--- src/rtl/data_memory_arbiter.sv ---
// Two-port arbiter and access sequencer sharing one data_memory between the
// CPU load/store unit (port 0) and the DMA/debug loader (port 1).
module data_memory_arbiter #(
    parameter int ADDR_W         = 8,
    parameter int DATA_W         = 8,
    parameter int ACCESS_CYCLES  = 1,
    parameter int FIXED_PRIORITY = 0
) (
    input  logic              clk,
    input  logic              rst_n,
    input  logic              req0,
    input  logic              we0,
    input  logic [ADDR_W-1:0] addr0,
    input  logic [DATA_W-1:0] wdata0,
    output logic              gnt0,
    output logic              done0,
    output logic [DATA_W-1:0] rdata0,
    input  logic              req1,
    input  logic              we1,
    input  logic [ADDR_W-1:0] addr1,
    input  logic [DATA_W-1:0] wdata1,
    output logic              gnt1,
    output logic              done1,
    output logic [DATA_W-1:0] rdata1,
    output logic              busy,
    output logic [ADDR_W-1:0] mem_address,
    output logic [DATA_W-1:0] mem_write_data,
    output logic              mem_write,
    output logic              mem_read,
    input  logic [DATA_W-1:0] mem_read_data
);

    localparam logic [1:0] IDLE   = 2'd0;
    localparam logic [1:0] ACCESS = 2'd1;
    localparam logic [1:0] DONE   = 2'd2;

    localparam logic [3:0] COUNT_INIT = 4'(ACCESS_CYCLES - 1);

    logic [1:0]        state;
    logic [3:0]        count;
    logic              owner;
    logic              last_served;
    logic              lat_we;
    logic [ADDR_W-1:0] lat_addr;
    logic [DATA_W-1:0] lat_wdata;
    logic              any_req;
    logic              winner;

    // On a tie, round-robin favours the port that was not served last.
    always_comb begin
        winner = 1'b0;
        if (req0 && req1) begin
            winner = (FIXED_PRIORITY != 0) ? 1'b0 : ~last_served;
        end else if (req1) begin
            winner = 1'b1;
        end
    end

    assign any_req = req0 | req1;

    always_ff @(posedge clk or negedge rst_n) begin
        if (!rst_n) begin
            state       <= IDLE;
            count       <= 4'd0;
            owner       <= 1'b0;
            last_served <= 1'b1;
            lat_we      <= 1'b0;
            lat_addr    <= '0;
            lat_wdata   <= '0;
            rdata0      <= '0;
            rdata1      <= '0;
        end else begin
            case (state)
                IDLE: begin
                    if (any_req) begin
                        owner     <= winner;
                        lat_we    <= winner ? we1 : we0;
                        lat_addr  <= winner ? addr1 : addr0;
                        lat_wdata <= winner ? wdata1 : wdata0;
                        count     <= COUNT_INIT;
                        state     <= ACCESS;
                    end
                end
                ACCESS: begin
                    if (count == 4'd0) begin
                        if (!lat_we) begin
                            if (owner) begin
                                rdata1 <= mem_read_data;
                            end else begin
                                rdata0 <= mem_read_data;
                            end
                        end
                        state <= DONE;
                    end else begin
                        count <= count - 4'd1;
                    end
                end
                DONE: begin
                    last_served <= owner;
                    state       <= IDLE;
                end
                default: state <= IDLE;
            endcase
        end
    end

    // Strobes decode straight from state so an async reset drops them at once.
    assign busy           = (state != IDLE);
    assign gnt0           = busy && !owner;
    assign gnt1           = busy && owner;
    assign done0          = (state == DONE) && !owner;
    assign done1          = (state == DONE) && owner;
    assign mem_write      = (state == ACCESS) && lat_we;
    assign mem_read       = (state == ACCESS) && !lat_we;
    assign mem_address    = lat_addr;
    assign mem_write_data = lat_wdata;

endmodule

--- config.mk ---
export PLATFORM = sky130hd
export DESIGN_NAME = data_memory_arbiter
export DESIGN_NICKNAME = d
export VERILOG_FILES = /design/src/rtl/data_memory_arbiter.sv
export SDC_FILE = /design/constraint.sdc
export NUM_CORES = 1
export LEC_CHECK = 0
export ABC_AREA = 1
export ABC_CLOCK_PERIOD_IN_PS = 3300
export CAP_MARGIN = 20
export CORE_UTILIZATION = 45
export DETAILED_ROUTE_END_ITERATION = 12
export HOLD_SLACK_MARGIN = 0.15
export MAX_ROUTING_LAYER = met4
export PLACE_DENSITY = 0.85
export SYNTH_ARGS = -nofsm -noshare
export SYNTH_HDL_FRONTEND = slang
export SYNTH_SLANG_ARGS = --single-unit
--- constraint.sdc ---
create_clock -name clk -period 3.3 [get_ports clk]
set_input_delay 0.495 -clock clk [delete_from_list [all_inputs] [get_ports clk]]
set_output_delay 0.495 -clock clk [all_outputs]
set_load 0.1 [all_outputs]
==> run_results.csv <==
group,metric,value,unit
clocking,worstSkewPairLatency,0.29,ns
clocking,cts_tree,"yes",
clocking,cts_root_buffer,"clkbuf_8",
critical_path,critical_path_class,"reg -> out",
critical_path,r2r_setup_slack,1.70,ns
critical_path,cp_top_family,"buffers and inverters",
global_route,track_usage,22.59,%
timing,finalSetupViolCount,0,
logic_synthesis,yosys_warnings,0,
detailed_routing,wl_met1,2041,um
timing,fin_crit_sh,70.15,%
logic_synthesis,synth_cell_types,24,
detailed_routing,drt-total-wl,4701,um
detailed_routing,routed.top_layer,"met4",
global_route,grt_pass1_vias,1657,
critical_path,path_cells,"clkdlybuf4s50_1",
final_layout,n_antenna_cell,0,
die,dieArea,0.004599,sq mm
clocking,post-cts-setup-buffer-count,0,
logic_synthesis,postSynthCellCount,217,
placed_design,hpwl,3571,um
global_route,grt_first_pass_wirelength,7383,um
outcome,status,"completed",
timing,fin_tns_setup,0,ns
critical_path,r2r-start,"count[0]$_DFFE_PN0P_",
critical_path,crit_buf_inv,1,
placed_design,io_buffers,84,
die,ios,85,
timing,fmax,432.0,MHz
critical_path,crit_path_start_kind,"flop",
detailed_routing,wl_met2,2388,um
critical_path,r2r_end,"rdata0[1]$_DFFE_PN0P_",
logic_synthesis,syn_nets,265,
clocking,cts_sinks,41,
logic_synthesis,synth_area_leaders,"dfrtp_1 51%, nand2_1 13%, o21ai_2 9.4%",
timing,hold_viol,0,
die,die_w,67.82,um
detailed_routing,vias,1726,
critical_path,reg2reg_depth,7,
critical_path,slowest_delay,1.15,ns
logic_synthesis,synth_top_area_share,51.35,%
timing,final_max_slew_viol_count,0,
final_layout,fin_nets,351,
timing,fin_crit,2.315,ns
logic_synthesis,syn-cell-area,0.001949,sq mm
timing,rsz0062_at_grt,"no",
global_route,antenna_found_initial,0,
detailed_routing,firstDrtPassIters,4,
critical_path,cp_slowest_cell,"clkdlybuf4s50_1",
logic_synthesis,synth_top_cell_by_area,"dfrtp_1",
final_layout,drive_above_1_share,17.43,%
final_layout,register_area,0.001027,sq mm
detailed_routing,met3WireLength,198,um
timing,tightest_slew,0.9923,ns
detailed_routing,ant_nets,0,
logic_synthesis,synth.ff_latch_count,41,
clocking,h-tree-depth,2,
critical_path,critPathLaunch,"mem_address[4]$_DFFE_PN0P_",
die,start_util,47.70,%
final_layout,area_growth,47.88,%
die,placementRows,23,
detailed_routing,drc,0,
critical_path,crit_arrival,1.82,ns
die,die_h,67.82,um
detailed_routing,avgViaCountPerCell,4.876,
timing,slew_headroom,33.64,%
clocking,cts_resized,0,
clocking,path_clk_slew,0.07,ns
run,drv_cap,0,
critical_path,end_kind,"primary output",
placed_design,place_congestion,0.8073,
clocking,clk_path_buf_depth,2,
critical_path,endpoint,"mem_address[4]",
clocking,cts_buffers,5,
detailed_routing,wl_per_cell,13.28,um
critical_path,crit_cells,1,
detailed_routing,drtIter0Drc,98,
critical_path,cp.required,2.80,ns
logic_synthesis,ys_seq_area_share,52.70,%
min_path,hold_path_class,"in -> async",
die,core-area,0.004086,sq mm
logic_synthesis,syn_avg_cell_area,8.983,sq um
final_layout,fill_cells,342,
timing,fin_worst_skew,0.004993,ns
global_route,grt-ovfl-total,0,
global_route,grt_max_degree,42,
clocking,holdBufCountCts,0,
final_layout,multi_input_area,834.6,sq um
critical_path,crit_path_max_fanout,2,
==> placed cells by master (no fill, tap or decap), drive strengths merged <==
cell type and n:
dfrtp 40, nor2 32, clkinv 1, ha 2, nand2 70, nor3 1
nand3 12, clkbuf 8, clkdlybuf4s50 76, o21ai 40, dfstp 1, inv 10
xor2 1, buf 9, nand4 1
==> Yosys cell counts <==
cell type and instances:
nand2_4 1, clkinv_2 1, nor3_4 1, inv_1 6, xor2_1 1, nand2_1 65, nor2_8 1, inv_2 4
nor2_1 28, buf_4 1, nand3_2 1, buf_2 3, o21ai_2 21, nor2_4 2, dfrtp_1 40, nor2_2 1
dfstp_2 1, o21ai_0 18, nand4_1 1, o21ai_1 1, nand3_1 11, nand2_2 4, ha_1 2, buf_6 2
==> cell families after synthesis <==
logic type	synth area share, %
flip-flops	52.70
AO/OA/AOI/OAI	14.31
AND/OR/NAND/NOR	26.77
adder cells (fa/ha/maj)	1.283
buffers and inverters	4.492
XOR/XNOR	0.4494
==> sequential cells by signal (all words and copies together) (netlist names) <==
register        cells
last_served         1
mem_write_data      8
count               4
mem_address         8
rdata0              8
owner               1
rdata1              8
state               2
lat_we              1
==> through the flow <==
step	worst slack, ns	area (sq um)	cells	hold slack, ns	util [%]
floorplan	0.8987	1949	217	0.1994	-
global placement	1.298	2793	346	0.4526	68.34
detailed placement	1.207	2793	346	0.4586	68.34
CTS	0.9842	2883	354	0.3534	70.55
global route	0.9545	2883	354	0.3933	70.55
finish	0.9850	2883	354	0.3354	70.55
==> metal layers <==
metal	up-vias	global-route usage [%]
li1	868	-
met1	800	27.31
met2	51	37.13
met3	7	4.333
met4	0	9.115
met5	-	-
==> area by class of cell <==
cell class                      count  share of cell area [%]
Tap cell                           50                   2.170
Multi-Input combinational cell    159                   28.95
Sequential cell                    41                   35.63
Inverter                           11                   1.476
Timing Repair Buffer               85                   28.65
Clock buffer                        8                   3.125
==> worst min path at each step <==
stage                                from                       endpoint  slack [ns]
finish                              rst_n          rdata0[2]$_DFFE_PN0P_        0.34
global route                        rst_n     mem_address[4]$_DFFE_PN0P_        0.39
detailed placement  rdata0[2]$_DFFE_PN0P_          rdata0[2]$_DFFE_PN0P_        0.46
global placement    rdata0[0]$_DFFE_PN0P_          rdata0[0]$_DFFE_PN0P_        0.45
CTS                                 rst_n  mem_write_data[6]$_DFFE_PN0P_        0.35
floorplan                           rst_n           count[0]$_DFFE_PN0P_        0.20
Power is left out: the tool's default activity adds up to more than one toggle a clock period on the data nets, which glitch-free logic cannot reach.
